<file path="src/rtl/tdm_demultiplexer_pkg.sv">
// Shared types and constants for the 4:1 TDM receive path.
package tdm_demultiplexer_pkg;

   typedef enum logic {
      HUNT = 1'b0,
      LOCK = 1'b1
   } tdm_state_t;

   localparam logic [1:0] SLOT_A = 2'd0;
   localparam logic [1:0] SLOT_B = 2'd1;
   localparam logic [1:0] SLOT_C = 2'd2;
   localparam logic [1:0] SLOT_D = 2'd3;

endpackage

</file>
<file path="src/rtl/tdm_demultiplexer_slot_tracker.sv">
// Frame alignment FSM, slot counter and mid-frame idle timeout.
//
// state | meaning
// HUNT  | waiting for a beat flagged with frame_sync
// LOCK  | aligned; slot tracks the next expected beat position
module tdm_demultiplexer_slot_tracker
   import tdm_demultiplexer_pkg::*;
#(
   parameter int TIMEOUT = 16
) (
   input  logic       clk,
   input  logic       rst,
   input  logic       in_valid,
   input  logic       frame_sync,
   output logic       store_en,
   output logic [1:0] store_idx,
   output logic       frame_done,
   output logic       sync_err,
   output logic       locked,
   output logic [1:0] slot
);

   localparam int         CW    = (TIMEOUT > 0) ? $clog2(TIMEOUT + 1) : 1;
   localparam bit         TO_EN = (TIMEOUT > 0);
   localparam logic [CW-1:0] TMAX  = CW'((TIMEOUT > 0) ? TIMEOUT : 0);
   localparam logic [CW-1:0] TLAST = CW'((TIMEOUT > 0) ? TIMEOUT - 1 : 0);

   tdm_state_t    state_q, state_d;
   logic [1:0]    slot_q, slot_d;
   logic [CW-1:0] idle_q, idle_d;
   logic          err_d;

   always_ff @(posedge clk) begin
      if (rst) begin
         state_q  <= HUNT;
         slot_q   <= SLOT_A;
         idle_q   <= '0;
         sync_err <= 1'b0;
      end else begin
         state_q  <= state_d;
         slot_q   <= slot_d;
         idle_q   <= idle_d;
         sync_err <= err_d;
      end
   end

   always_comb begin
      state_d    = state_q;
      slot_d     = slot_q;
      idle_d     = idle_q;
      err_d      = 1'b0;
      store_en   = 1'b0;
      store_idx  = slot_q;
      frame_done = 1'b0;
      case (state_q)
         HUNT: begin
            idle_d = '0;
            if (in_valid && frame_sync) begin
               store_en  = 1'b1;
               store_idx = SLOT_A;
               slot_d    = SLOT_B;
               state_d   = LOCK;
            end
         end
         LOCK: begin
            if (in_valid) begin
               idle_d = '0;
               if (slot_q != SLOT_A && frame_sync) begin
                  err_d     = 1'b1;
                  store_en  = 1'b1;
                  store_idx = SLOT_A;
                  slot_d    = SLOT_B;
               end else if (slot_q == SLOT_A && !frame_sync) begin
                  err_d   = 1'b1;
                  slot_d  = SLOT_A;
                  state_d = HUNT;
               end else begin
                  store_en   = 1'b1;
                  slot_d     = slot_q + 2'd1;
                  frame_done = (slot_q == SLOT_D);
               end
            end else if (TO_EN && slot_q != SLOT_A) begin
               // The TIMEOUT-th consecutive idle cycle aborts the partial frame.
               if (idle_q == TLAST) begin
                  err_d   = 1'b1;
                  slot_d  = SLOT_A;
                  state_d = HUNT;
                  idle_d  = '0;
               end else if (idle_q < TMAX) begin
                  idle_d = idle_q + CW'(1);
               end
            end else begin
               idle_d = '0;
            end
         end
         default: begin
            state_d = HUNT;
            slot_d  = SLOT_A;
            idle_d  = '0;
         end
      endcase
   end

   assign locked = (state_q == LOCK);
   assign slot   = slot_q;

endmodule

</file>
<file path="src/rtl/tdm_demultiplexer.sv">
// 4:1 TDM receiver: reassembles slot beats into a registered four-channel frame.
module tdm_demultiplexer
   import tdm_demultiplexer_pkg::*;
#(
   parameter int W       = 4,
   parameter int TIMEOUT = 16
) (
   input  logic         clk,
   input  logic         rst,
   input  logic         in_valid,
   input  logic [W-1:0] in_data,
   input  logic         frame_sync,
   output logic [W-1:0] a_out,
   output logic [W-1:0] b_out,
   output logic [W-1:0] c_out,
   output logic [W-1:0] d_out,
   output logic         frame_valid,
   output logic         locked,
   output logic [1:0]   slot,
   output logic         sync_err
);

   logic         store_en;
   logic [1:0]   store_idx;
   logic         frame_done;
   logic [W-1:0] shadow [0:2];

   tdm_demultiplexer_slot_tracker #(.TIMEOUT(TIMEOUT)) u_tracker (
      .clk        (clk),
      .rst        (rst),
      .in_valid   (in_valid),
      .frame_sync (frame_sync),
      .store_en   (store_en),
      .store_idx  (store_idx),
      .frame_done (frame_done),
      .sync_err   (sync_err),
      .locked     (locked),
      .slot       (slot)
   );

   // Slot d is never shadowed: it goes straight to d_out on frame completion.
   always_ff @(posedge clk) begin
      if (rst) begin
         for (int i = 0; i < 3; i++) shadow[i] <= '0;
      end else if (store_en && store_idx != SLOT_D) begin
         shadow[store_idx] <= in_data;
      end
   end

   always_ff @(posedge clk) begin
      if (rst) begin
         a_out       <= '0;
         b_out       <= '0;
         c_out       <= '0;
         d_out       <= '0;
         frame_valid <= 1'b0;
      end else begin
         frame_valid <= frame_done;
         if (frame_done) begin
            a_out <= shadow[0];
            b_out <= shadow[1];
            c_out <= shadow[2];
            d_out <= in_data;
         end
      end
   end

endmodule

</file>
<file path="config.mk">
export PLATFORM = sky130hd
export DESIGN_NAME = tdm_demultiplexer
export DESIGN_NICKNAME = d
export VERILOG_FILES = /design/src/rtl/tdm_demultiplexer_pkg.sv /design/src/rtl/tdm_demultiplexer_slot_tracker.sv /design/src/rtl/tdm_demultiplexer.sv
export SDC_FILE = /design/constraint.sdc
export NUM_CORES = 1
export LEC_CHECK = 0
export ABC_AREA = 0
export CORE_ASPECT_RATIO = 1.4
export CORE_MARGIN = 2
export CORE_UTILIZATION = 58
export CTS_BUF_LIST = sky130_fd_sc_hd__clkbuf_8
export CTS_CLUSTER_SIZE = 12
export DETAILED_ROUTE_END_ITERATION = 6
export PLACE_DENSITY = 0.87
export SLEW_MARGIN = 20
export SYNTH_ARGS = -nofsm -noshare
export SYNTH_HDL_FRONTEND = slang
export SYNTH_SLANG_ARGS = --single-unit
export TNS_END_PERCENT = 1
</file>
<file path="constraint.sdc">
create_clock -name clk -period 5.05 [get_ports clk]
set_input_delay 0.505 -clock clk [delete_from_list [all_inputs] [get_ports clk]]
set_output_delay 0.505 -clock clk [all_outputs]
set_load 0.05 [all_outputs]
</file>
# After elaboration in Yosys (flattened, before gate mapping)
# Memories as Yosys holds them, arrays and structs flattened. A register that Yosys moved wholly into a read port is not among the register bits.
# Index checks and enable logic that the tools add are counted.
# word_totals
regBits	14
wordCells	70
ram_bits	12
mem_count	1
# mem_list
memory	words	word_bits	rd	rd_clocked_by_memory_dff	write_ports	line_no	source
shadow	3	4	3	3	3	tdm_demultiplexer.sv:26	logic [W-1:0] shadow [0:2];
# op_classes
addsub	2
bitwise_logic	1
muxes	42
n_lt_le_gt_ge	1
n_reduce_logical	10
n_eq_ne	7
# op_table
cell	count
two-way mux 1 bit	22
two-way mux 2 bit	10
two-way mux 5 bit	4
case mux 5 bit (2 select lines)	1
case mux 2 bit (2 select lines)	2
!= test 3 bit, second input constant	2
adder 5 x 1 -> 5 bit, second input constant	1
equality test 5 x 4 -> 1 bit, second input constant	1
< comparator 5 bit, second input constant	1
!= test 5 bit, second input constant	1
logical AND 1 bit	4
two-way mux 4 bit	1
case mux 1 bit (2 select lines)	2
OR reduction 4 bit	1
AND reduction 3 bit	1
adder 2 x 1 -> 2 bit, second input constant	1
equality test 2 bit, second input constant	1
zero test 2 bit	1
!= test 2 x 1 -> 1 bit, second input constant	1
!= test 2 bit, second input constant	1
nonzero test 2 bit	1
OR reduction 2 bit	1
zero test 1 bit	1
NOT 1 bit	1

# Longest topological paths before layout
# logic_depth
word_depth	12
depth_mapped	9

# By module
# From an unflattened synthesis, not the netlist that was laid out.
# unflattened
cells_unflattened	149
area_unflattened_um2	1667.8
# by_module_without_submodules
module	area_each_um2	n_inst	cells_each
tdm_demultiplexer	1132.3	1	86
tdm_demultiplexer_slot_tracker	535.5	1	63

# Least setup slack after synthesis
# OpenSTA, ideal clock, no wires.
# synth_path
kind	register to register
startpoint	reg u_tracker.slot_q[0] (netlist: u_tracker.slot[0])
endpoint	mem shadow[1][0], enable pin
stages_incl_launch_ff	5
required_time_ns	4.671
n_path_buf	0
setup_ns	0.379
synth_period_minus_slack_ns	2.449
arrival_ns	2.069
slack_ns	2.601
path_cell_list	dfxtp_1 -> inv_1 -> ha_1 -> ha_1 -> o41ai_1
# synth_lines
item	line_no	source
start, declared	tdm_demultiplexer_slot_tracker.sv:29	logic [1:0] slot_q, slot_d;
start signal, assigned	tdm_demultiplexer_slot_tracker.sv:41	slot_q <= slot_d;
end, declared	tdm_demultiplexer.sv:26	

==> run metrics <==
Hold Crit Class register to register; Multi-input gate area around 690 sq um; cts repair resizes 0; I/O pin count 29; FF+latch count, synth 38; CP Class register to register; HPWL Detailed 2347 um; DRC viols 0; net switching power approximately 0.13 mW; Async S/R FF share, synth 0; die width between 40 and 50 um; Design Area, Final about 2000 sq um; vias in the first global route between 1000 and 1500; Tmin final approximately 2500 ps; Area after DPL approximately 1900 sq um; Cells after DPL 219; Vias/cell between 5 and 6; hold buffer count at CTS 0; Setup Viol. Count Final 0; Storage cell area between 800 and 900 sq um; Die Y approximately 67 um; Yosys cell types 39; Die ar. around 3300 sq um; post-synthesis sequential area ratio 0.5370; CP arrival roughly 2400 ps; Gate power share 0.077; first-pass GRT wire length approximately 5400 um; Max-cap violations 0; PwrDens 285.6 nW/um^2; number of flops mapped to enable cells by yosys 12; Synth Flop Type dfxtp_1; Core Rows 22; setup ws final between 2000 and 3000 ps; WHS 452.5 ps; Slew @ Worst Pin slightly above 800 ps; CP max FO 7; area delta synth->final 22.58%; Clock Power Share 0.356; largest net degree at the start of global routing 24; Setup WS pre-CTS 2480 ps; CP required a little under 5000 ps; Syn Inst Count between 150 and 200; crit start category register; Max Slew Vio Count 0; ANT nets after route 0; Pre-antenna DRT Iters 4; clk_skew between 4 and 5 ps; Max Root-Sink Buffers 2; Inserted Clock Buffers 5; RSZ-0062 raised after global routing false; initial antenna violation count 0; P_leak around 0.80 nW; main area contributors after synthesis dfxtp_1, edfxtp_1, nand2_1; CTS tree done; switching share of power 0.2226; Slew Limit Headroom 0.4443; Root Buffer clkbuf_8; total global routing overflow 0; number of diodes 0; cell area after synthesis ~1600 sq um; RD Place Congestion a little over 0.8; layout cells sized above 1 0.08377; Total GRT Usage 0.2230; setup TNS 0 ps; Final Hold Viols 0; outcome finished clean; fmax about 400 MHz; Filler Cell Count a little over 200; DR vias between 1000 and 1500; per-cell routed wire length approximately 14 um; Pwr Total roughly 0.57 mW; CP Capture Type register; final core utilization 0.7530; Max H-tree Level 2; clk_lat worst skew 280 ps; number of nets in the layout ~200; top-area cell type share of the netlist area 0.3173; clock sink count 38; Yosys top cell by area dfxtp_1; Placeable Area 2670 sq um; Synth warnings 0; Avg Cell Area, Syn between 10 and 15 sq um; DR iter-0 viols 28; Worst-path clk slew 70 ps; post-route insts no fill between 200 and 250; final worst path period share 0.4987; Initial Utilization 0.6143; I/O Buffers 28; Flop pwr share 0.567; Post-CTS Repair Setup Buffers 0; WL final between 3000 and 4000 um; Mapped Nets 176; slack of the worst reg-to-reg path between 2000 and 3000 ps; peak supply drop 0.2406 mV; Internal Pwr Total ~0.45 mW
==> sequential cells by signal, indices dropped and copies added (netlist names) <==
name                cells
shadow                 12
u_tracker.idle_q        5
a_out                   4
b_out                   4
c_out                   4
d_out                   4
u_tracker.slot          2
frame_valid             1
u_tracker.locked        1
u_tracker.sync_err      1
==> power groups by stage <==
| stage | sequential [mW] | clock [mW] | combinational [mW] |
|---|---|---|---|
| after floorplan | 0.335 | 0 | 0.0251 |
| after global placement | 0.332 | 0 | 0.0417 |
| after detailed placement | 0.332 | 0 | 0.0432 |
| after CTS | 0.325 | 0.208 | 0.0436 |
| after global routing | 0.326 | 0.223 | 0.0480 |
| final | 0.325 | 0.205 | 0.0442 |
==> path summary, 6_finish.rpt <==
check                                  startpoint      endpoint  depth (start not counted)
worst max-delay path            u_tracker.slot[0]  shadow[2][0]                          6
worst max register to register  u_tracker.slot[0]  shadow[2][0]                          6
worst min register to register           a_out[3]      a_out[3]                          2
worst min-delay path                     a_out[3]      a_out[3]                          2
==> kinds of logic after synthesis <==
family / Yosys count / synth area share
and+or+nand+nor: 67 / 0.2128
DFF: 38 / 0.5370
AOI/OAI and AO/OA: 35 / 0.1472
buffers and inverters: 15 / 0.04424
adders and majority gates: 5 / 0.03814
muxes: 2 / 0.01525
xor gates and xnor gates: 1 / 0.005340
==> per-layer routing <==
layer	up-vias	track usage	routed length [um]
met5	-	0	0
met4	0	0.1357	52
met3	6	0.05157	149
met2	39	0.4366	1814
met1	602	0.2061	1230
li1	628	-	-
==> cell type report <==
| class | count | area share |
|---|---|---|
| repair buffers | 28 | 0.1394 |
| multi-input cells | 110 | 0.3416 |
| well taps | 36 | 0.02240 |
| flip-flops and latches | 38 | 0.4381 |
| inverters | 7 | 0.01307 |
| clock inverters | 2 | 0.004356 |
| clock buffers | 6 | 0.04107 |
==> cell usage after synthesis, types with 2 or more instances <==
| cell | n |
|---|---|
| inv_1 | 7 |
| a211oi_2 | 2 |
| dfxtp_1 | 26 |
| o41ai_1 | 2 |
| clkbuf_1 | 2 |
| nor2b_1 | 2 |
| ha_1 | 5 |
| and2b_2 | 2 |
| and3_1 | 12 |
| a21oi_1 | 19 |
| buf_2 | 3 |
| a311oi_1 | 2 |
| nor2_1 | 7 |
| nand2b_1 | 2 |
| a21o_1 | 2 |
| edfxtp_1 | 12 |
| nand2_1 | 34 |
==> worst max-delay path, cell delays in order (launching register included) <==
cell,delay (ps)
dfxtp_1,380
inv_1,200
ha_1,320
inv_1,70
ha_1,210
nand3b_1,240
o41ai_1,720
==> cell usage in the layout (no fill, tap or decap), types with 5 or more instances in the layout <==
| cell | synthesis | layout |
|---|---|---|
| nand2_1 | 34 | 34 |
| clkdlybuf4s50_1 | 0 | 28 |
| dfxtp_1 | 26 | 26 |
| a21oi_1 | 19 | 19 |
| and3_1 | 12 | 12 |
| edfxtp_1 | 12 | 12 |
| inv_1 | 7 | 8 |
| nor2_1 | 7 | 7 |
| clkbuf_8 | 0 | 6 |
| ha_1 | 5 | 5 |
Note: power is estimated with default switching activity, not from simulation.
